===== config.mk =====
export PLATFORM = sky130hd
export DESIGN_NAME = boot_rom_loader
export DESIGN_NICKNAME = d
export VERILOG_FILES = /design/src/rtl/boot_loader_pkg.sv /design/src/rtl/boot_rom_loader.sv
export SDC_FILE = /design/constraint.sdc
export NUM_CORES = 1
export LEC_CHECK = 0
export ABC_CLOCK_PERIOD_IN_PS = 1700
export BUFFER_PORTS_ARGS = -buffer_cell sky130_fd_sc_hd__buf_2
export CELL_PAD_IN_SITES_DETAIL_PLACEMENT = 1
export CELL_PAD_IN_SITES_GLOBAL_PLACEMENT = 1
export CORE_MARGIN = 4
export CORE_UTILIZATION = 32
export CTS_CLUSTER_DIAMETER = 120
export CTS_CLUSTER_SIZE = 24
export DETAILED_ROUTE_END_ITERATION = 8
export HOLD_SLACK_MARGIN = 0.08
export PLACE_DENSITY_LB_ADDON = 0.1
export SLEW_MARGIN = 20
export SYNTH_ARGS = -nofsm -noshare
export SYNTH_HDL_FRONTEND = slang
export SYNTH_SLANG_ARGS = --single-unit

===== constraint.sdc =====
create_clock -name CLK -period 1.7 [get_ports CLK]
set_input_delay 0.34 -clock CLK [delete_from_list [all_inputs] [get_ports CLK]]
set_output_delay 0.34 -clock CLK [all_outputs]
set_load 0.03 [all_outputs]

===== src/rtl/boot_loader_pkg.sv =====
// Shared types and defaults for the boot ROM loader: FSM state encoding,
// default geometry and the destination address helper.
package boot_loader_pkg;

  typedef enum logic [2:0] {
    IDLE  = 3'd0,
    FETCH = 3'd1,
    LATCH = 3'd2,
    WRITE = 3'd3,
    DONE  = 3'd4
  } state_e;

  localparam int          BOOT_ROM_WORDS = 548;
  localparam int          BOOT_ROM_AW    = 10;
  localparam logic [31:0] BOOT_DEST_BASE = 32'h0000_0000;

  // Byte address of destination word idx; wraps modulo 2**32 by construction.
  function automatic logic [31:0] word_addr(input logic [31:0] base, input logic [31:0] idx);
    return base + (idx << 2);
  endfunction

endpackage


===== src/rtl/boot_rom_loader.sv =====
// Copies the boot ROM image word by word into core memory, then releases fetch.
// Optional running checksum gating fetch enable: BOOT_ROM_LOADER_CHECKSUM_EN.
module boot_rom_loader
  import boot_loader_pkg::*;
#(
  parameter int          ROM_WORDS = BOOT_ROM_WORDS,
  parameter int          ROM_AW    = BOOT_ROM_AW,
  parameter logic [31:0] DEST_BASE = BOOT_DEST_BASE
) (
  input  logic              CLK,
  input  logic              RSTN,
  input  logic              start_i,
  output logic              rom_csn_o,
  output logic [ROM_AW-1:0] rom_a_o,
  input  logic [31:0]       rom_q_i,
  output logic              mem_req_o,
  input  logic              mem_gnt_i,
  output logic              mem_we_o,
  output logic [3:0]        mem_be_o,
  output logic [31:0]       mem_addr_o,
  output logic [31:0]       mem_wdata_o,
  output logic              busy_o,
  output logic              done_o,
  output logic              fetch_en_o
`ifdef BOOT_ROM_LOADER_CHECKSUM_EN
  ,
  output logic [31:0]       checksum_o,
  output logic              checksum_err_o
`endif
);

  localparam logic [ROM_AW-1:0] LAST_IDX = ROM_AW'(ROM_WORDS - 1);

  state_e            state_r, state_s;
  logic [ROM_AW-1:0] idx_r, idx_s;
  logic [ROM_AW-1:0] rom_a_r, rom_a_s;
  logic              csn_r, csn_s;
  logic              req_r, req_s;
  logic [31:0]       addr_r, addr_s;
  logic [31:0]       wdata_r, wdata_s;
  logic              busy_r, busy_s;
  logic              done_r, done_s;
  logic              fen_r, fen_s;
`ifdef BOOT_ROM_LOADER_CHECKSUM_EN
  logic [31:0]       sum_r, sum_s;
  logic              err_r, err_s;
`endif

  // Next-state and next-output logic; every output is registered below.
  always_comb begin
    state_s = state_r;
    idx_s   = idx_r;
    rom_a_s = rom_a_r;
    csn_s   = 1'b1;
    req_s   = req_r;
    addr_s  = addr_r;
    wdata_s = wdata_r;
    busy_s  = busy_r;
    done_s  = done_r;
    fen_s   = fen_r;
`ifdef BOOT_ROM_LOADER_CHECKSUM_EN
    sum_s   = sum_r;
    err_s   = err_r;
`endif
    case (state_r)
      IDLE, DONE: begin
        if (start_i) begin
          state_s = FETCH;
          idx_s   = '0;
          rom_a_s = '0;
          csn_s   = 1'b0;
          busy_s  = 1'b1;
          done_s  = 1'b0;
          fen_s   = 1'b0;
`ifdef BOOT_ROM_LOADER_CHECKSUM_EN
          sum_s   = 32'h0000_0000;
          err_s   = 1'b0;
`endif
        end else begin
          state_s = state_r;
        end
      end
      FETCH: begin
        state_s = LATCH;
      end
      LATCH: begin
        wdata_s = rom_q_i;
        addr_s  = word_addr(DEST_BASE, 32'(idx_r));
        req_s   = 1'b1;
        state_s = WRITE;
      end
      WRITE: begin
        if (mem_gnt_i) begin
          req_s = 1'b0;
`ifdef BOOT_ROM_LOADER_CHECKSUM_EN
          sum_s = sum_r + wdata_r;
`endif
          // Terminal compare precedes the increment, so idx never wraps.
          if (idx_r == LAST_IDX) begin
            state_s = DONE;
            busy_s  = 1'b0;
            done_s  = 1'b1;
`ifdef BOOT_ROM_LOADER_CHECKSUM_EN
            err_s   = (sum_s != 32'h0000_0000);
            fen_s   = (sum_s == 32'h0000_0000);
`else
            fen_s   = 1'b1;
`endif
          end else begin
            idx_s   = idx_r + ROM_AW'(1);
            rom_a_s = idx_r + ROM_AW'(1);
            csn_s   = 1'b0;
            state_s = FETCH;
          end
        end else begin
          req_s = 1'b1;
        end
      end
      default: begin
        state_s = IDLE;
        req_s   = 1'b0;
        busy_s  = 1'b0;
      end
    endcase
  end

  // State and output registers; reset returns every output to idle immediately.
  always_ff @(posedge CLK or negedge RSTN) begin
    if (!RSTN) begin
      state_r <= IDLE;
      idx_r   <= '0;
      rom_a_r <= '0;
      csn_r   <= 1'b1;
      req_r   <= 1'b0;
      addr_r  <= 32'h0000_0000;
      wdata_r <= 32'h0000_0000;
      busy_r  <= 1'b0;
      done_r  <= 1'b0;
      fen_r   <= 1'b0;
`ifdef BOOT_ROM_LOADER_CHECKSUM_EN
      sum_r   <= 32'h0000_0000;
      err_r   <= 1'b0;
`endif
    end else begin
      state_r <= state_s;
      idx_r   <= idx_s;
      rom_a_r <= rom_a_s;
      csn_r   <= csn_s;
      req_r   <= req_s;
      addr_r  <= addr_s;
      wdata_r <= wdata_s;
      busy_r  <= busy_s;
      done_r  <= done_s;
      fen_r   <= fen_s;
`ifdef BOOT_ROM_LOADER_CHECKSUM_EN
      sum_r   <= sum_s;
      err_r   <= err_s;
`endif
    end
  end

  assign rom_csn_o   = csn_r;
  assign rom_a_o     = rom_a_r;
  assign mem_req_o   = req_r;
  assign mem_we_o    = req_r;
  assign mem_be_o    = {4{req_r}};
  assign mem_addr_o  = addr_r;
  assign mem_wdata_o = wdata_r;
  assign busy_o      = busy_r;
  assign done_o      = done_r;
  assign fetch_en_o  = fen_r;
`ifdef BOOT_ROM_LOADER_CHECKSUM_EN
  assign checksum_o     = sum_r;
  assign checksum_err_o = err_r;
`endif

endmodule


# ---- Yosys cells after proc, flatten, opt, wreduce, memory -nomap -nowiden
# Cells that the tools add are included.
dict set report word_totals {
  register_bits 59
  latchBits 0
  mem_bits_rw 0
  rom_bits 0
  output_inout_bits 84
  word_cells 50
  n_memories 0
}
dict set report classes {
  addsub 1
  mul 0
  n_div 0
  magnitude_cmp 0
  n_eq_ne 9
  n_shift 0
  muxes 22
  n_bitwise 1
  reduce_logical 9
}
# operator n
set op_table {}
lappend op_table {{10-bit two-way mux} 3}
lappend op_table {{10-bit one-hot mux with 2 select lines} 1}
lappend op_table {{3-bit one-hot mux with 4 select lines} 1}
lappend op_table {{4-bit AND reduction} 3}
lappend op_table {{10-bit by 1-bit adder with 10-bit output, second input constant} 1}
lappend op_table {{10-bit equality test, second input constant} 1}
lappend op_table {{1-bit two-way mux} 10}
lappend op_table {{3-bit two-way mux} 3}
lappend op_table {{2-bit != test, second input constant} 4}
lappend op_table {{3-bit by 2-bit equality test with 1-bit output, second input constant} 2}
lappend op_table {{1-bit one-hot mux with 3 select lines} 2}
lappend op_table {{1-bit one-hot mux with 2 select lines} 2}
lappend op_table {{2-bit OR reduction} 2}
lappend op_table {{3-bit by 1-bit equality test with 1-bit output, second input constant} 1}
lappend op_table {{3-bit equality test, second input constant} 1}
lappend op_table {{3-bit zero test} 1}
lappend op_table {{3-bit OR reduction} 1}
lappend op_table {{2-bit AND reduction} 1}
lappend op_table {{2-bit nonzero test} 1}
lappend op_table {{1-bit inverter} 1}

# ---- Depth between registers and ports, before layout
dict set report depth {
  depth_word 4
  depth_mapped 6
  mapped_depth_nobuf 6
}

# ---- Worst setup path before layout
# OpenSTA, ideal clock, no wires.
dict set report synth_timing {
  path_kind {register to register}
  start {reg rom_a_o[0] (netlist name)}
  end {reg rom_a_r[2] (netlist: rom_a_o[2])}
  setup_time_ns 0.126
  t_arrival_ns 1.669
  t_required_ns 1.574
  setup_slack_ns -0.095
  path_stages_with_launch 7
  path_buffers 0
  period_less_slack_ns 1.795
  cell_sequence {dfrtp_1 -> ha_1 -> nor2b_1 -> a31o_2 -> nand2_4 -> inv_2 -> a221o_1}
}
# element line_no
set synth_rtl {}
lappend synth_rtl {{to (signal assigned)} boot_rom_loader.sv:147} ;# rom_a_r <= rom_a_s;
lappend synth_rtl {{to (decl)} boot_rom_loader.sv:36} ;# logic [ROM_AW-1:0] rom_a_r, rom_a_s;

==> impl_metrics.json <==
{
  "finalWirelength_um": 6440,
  "final_antenna_net_count": 0,
  "slew_violations": 0,
  "synth_ff_type": "dfrtp_1",
  "r2r-start": "rom_a_o[0]$_DFFE_PN0P_",
  "synth_top_area_cell": "dfrtp_1",
  "drive_gt1_share_pct": 55.6,
  "placeableCoreArea_um2": 7850,
  "synthArstFlopShare_pct": 100,
  "min_period_ns": 1.63,
  "grt_pass1_vias": 2097,
  "cap_violations": 0,
  "path_cells": "ha_4 > nor2b_2 > a31o_4 > nand2_4 > inv_4 > a221o_1",
  "utilization_pct": 45.2,
  "via_count": 1973,
  "die_w_um": 98.7,
  "netlist_area_um2": 2640,
  "min_period_over_period_pct": 95.8,
  "switching_share_pct": 43.3,
  "synth_top_area_share_pct": 55.1,
  "synth_edf_count": 0,
  "cts_max_level": 3,
  "holdPathStages": 2,
  "cellPowerDensity_nw_per_um2": 2070,
  "ys.warnings.count": 0,
  "avgSynthCellArea_um2": 12.7,
  "critical_path_class": "flop to flop",
  "clock_sinks": 59,
  "min_to": "mem_wdata_o[14]$_DFFE_PN0P_",
  "antenna_found_initial": 0,
  "drc_errors": 0,
  "power_frac_seq_pct": 31.9,
  "fin_cells": 433,
  "final.setup_skew_ns": 0.00986,
  "dr.pass1.iters": 3,
  "grt_usage_pct": 13.6,
  "die-area_um2": 9750,
  "insertion_delay_ns": 0.33,
  "ys_ff_latch": 59,
  "crit_required_ns": 1.92,
  "syn_to_final_growth_pct": 34.6,
  "end_kind": "flop",
  "port-buffer-count": 97,
  "max_freq_mhz": 614,
  "wire_per_inst_um": 14.9,
  "synth_most_common_cell": "dfrtp_1",
  "static-leakage-power_nw": 1.80,
  "drt_iter0_drc": 33,
  "grt_pass1_wl_um": 10600,
  "layout.nets": 363,
  "p_comb_share_pct": 48.5,
  "clk_pin_slew_ns": 0.07,
  "hold_viol_final": 0,
  "reg2reg_slack_ns": 0.07,
  "viasPerCell": 4.56,
  "crit_path_top_delay_cell": "dfrtp_2",
  "syn_inst": 208,
  "reg2regPathDepth": 6,
  "seqCellArea_um2": 1480,
  "cp-startpoint": "rom_a_o[0]$_DFFE_PN0P_",
  "post_synth_most_frequent_cells": "dfrtp_1, mux2_2, buf_4",
  "min_from": "rom_q_i[14]",
  "status": "complete, no violations",
  "clockPowerShare_pct": 19.7,
  "ir_worst_vdd_mv": 0.848,
  "worstReg2RegEnd": "rom_a_o[2]$_DFFE_PN0P_",
  "dieHeight_um": 98.7,
  "dp_hpwl_um": 4830,
  "finalWeightedCongestion": 0.731,
  "start_util_pct": 33.6,
  "synth_area_leaders": "dfrtp_1, mux2_2, buf_4, mux2_1, o21ai_0",
  "arrival_ns": 1.85,
  "cts_buffers": 9,
  "grt_overflow_total": 0,
  "fillCellCount": 877,
  "tritoncts": "built",
  "grt_start_max_net_pins": 38,
  "power_switching_w": 0.00318,
  "crit_path_max_incr_delay_ns": 0.43,
  "cts_max_path_buffers": 2,
  "setup_viol": 0,
  "clockRootBuffer": "clkbuf_8",
  "num_io_pins": 120,
  "critical_path.max_fanout": 5,
  "synth-seq-area-share_pct": 56.1,
  "diodes": 0,
  "p_int_w": 0.00416,
  "hold_path.class": "input port to flop",
  "rows": 32,
  "ys_types": 36,
  "critPathLaunchType": "flop",
  "dp_cells": 413,
  "multi_input_area_um2": 1020
}
power groups by stage:
| stage | clock (W) | sequential (W) | combinational, W |
|---|---|---|---|
| after detailed placement | 0 | 0.00236 | 0.00355 |
| after CTS | 0.00149 | 0.00234 | 0.00356 |
| final | 0.00145 | 0.00234 | 0.00356 |
| after floorplan | 0 | 0.00343 | 0.00140 |
| after global placement | 0 | 0.00233 | 0.00350 |
| after global routing | 0.00156 | 0.00244 | 0.00379 |
sequential cells by signal (all words and copies together) (netlist names):
name,count
rom_csn_o,1
state_r,3
busy_o,1
mem_wdata_o,32
mem_addr_o,10
mem_req_o,1
fetch_en_o,1
rom_a_o,10
worst max-delay path: cells and delay by family, from the launching register on:
kind                       cells  cell delay [ns]
DFF                            1             0.43
AOI/OAI and AO/OA              2             0.59
buffers and inverters          1             0.06
and+or+nand+nor                2             0.26
adders and majority gates      1             0.17
layer usage:
layer | wire length [um] | GRT usage [%] | vias to the layer above
met5 | 0 | 0 | -
met3 | 480 | 4.18 | 8
li1 | - | - | 923
met1 | 2800 | 17.0 | 962
met4 | 92 | 5.04 | 0
met2 | 3070 | 22.2 | 80
how the worst max path moves through the flow:
stage	end	slack (ns)
global route	rom_a_o[2]$_DFFE_PN0P_	-0.004
finish	rom_a_o[2]$_DFFE_PN0P_	0.07
global placement	rom_a_o[2]$_DFFE_PN0P_	0.09
detailed placement	rom_a_o[2]$_DFFE_PN0P_	0.05
floorplan	rom_a_o[2]$_DFFE_PN0P_	0.01
CTS	rom_a_o[2]$_DFFE_PN0P_	0.03
final cells by class:
class,count,area share [%]
well taps,102,3.60
clock inverters,6,2.47
inverters,4,0.494
multi-input cells,132,28.8
clock buffers,10,3.88
flip-flops and latches,59,41.7
repair buffers,120,19.0
timing repair:
item / CTS / global route
hold buffers: 1 / 0
buffers inserted: 0 / 3
resized for setup: 0 / 6
hold endpoints to repair: 22 / 0
endpoints found under the setup margin: 0 / 4
cells in the final DEF, fill, tap and decap left out, types with 2 or more instances in the layout:
master	count
nand4_1	2
nand2_1	8
buf_2	97
dfrtp_2	2
nor3_1	3
bufinv_16	2
mux2_2	37
inv_1	3
dfrtp_1	56
o21ai_0	8
nand3_1	6
and3_1	3
a31oi_1	4
mux2_1	5
buf_4	21
clkbuf_8	10
nor2_1	9
a211o_1	3
clkinv_2	2
o211ai_1	3
conb_1	22
through the flow:
stage	power, W	hold slack [ns]	setup WS, ns	setup TNS [ns]	instance area [um2]
finish	0.00735	0.218	0.0719	0	3550
global route	0.00779	0.206	-0.00417	-0.00417	3550
CTS	0.00739	0.209	0.0302	0	3490
detailed placement	0.00592	0.350	0.0468	0	3250
global placement	0.00583	0.355	0.0946	0	3250
floorplan	0.00483	0.0444	0.00975	0	2720
cells by family (layout without fill, tap and decap cells):
| kind of cell | count (synthesis) | count (layout) | share of synthesized area [%] |
|---|---|---|---|
| flops | 59 | 59 | 56.1 |
| fa+ha+maj | 1 | 1 | 0.475 |
| buf+inv | 38 | 140 | 9.64 |
| other cells | 1 | 22 | 0.142 |
| simple gates | 44 | 44 | 9.64 |
| mux | 42 | 42 | 17.9 |
| compound gates | 23 | 23 | 6.08 |
(Power assumes the default switching activity.)
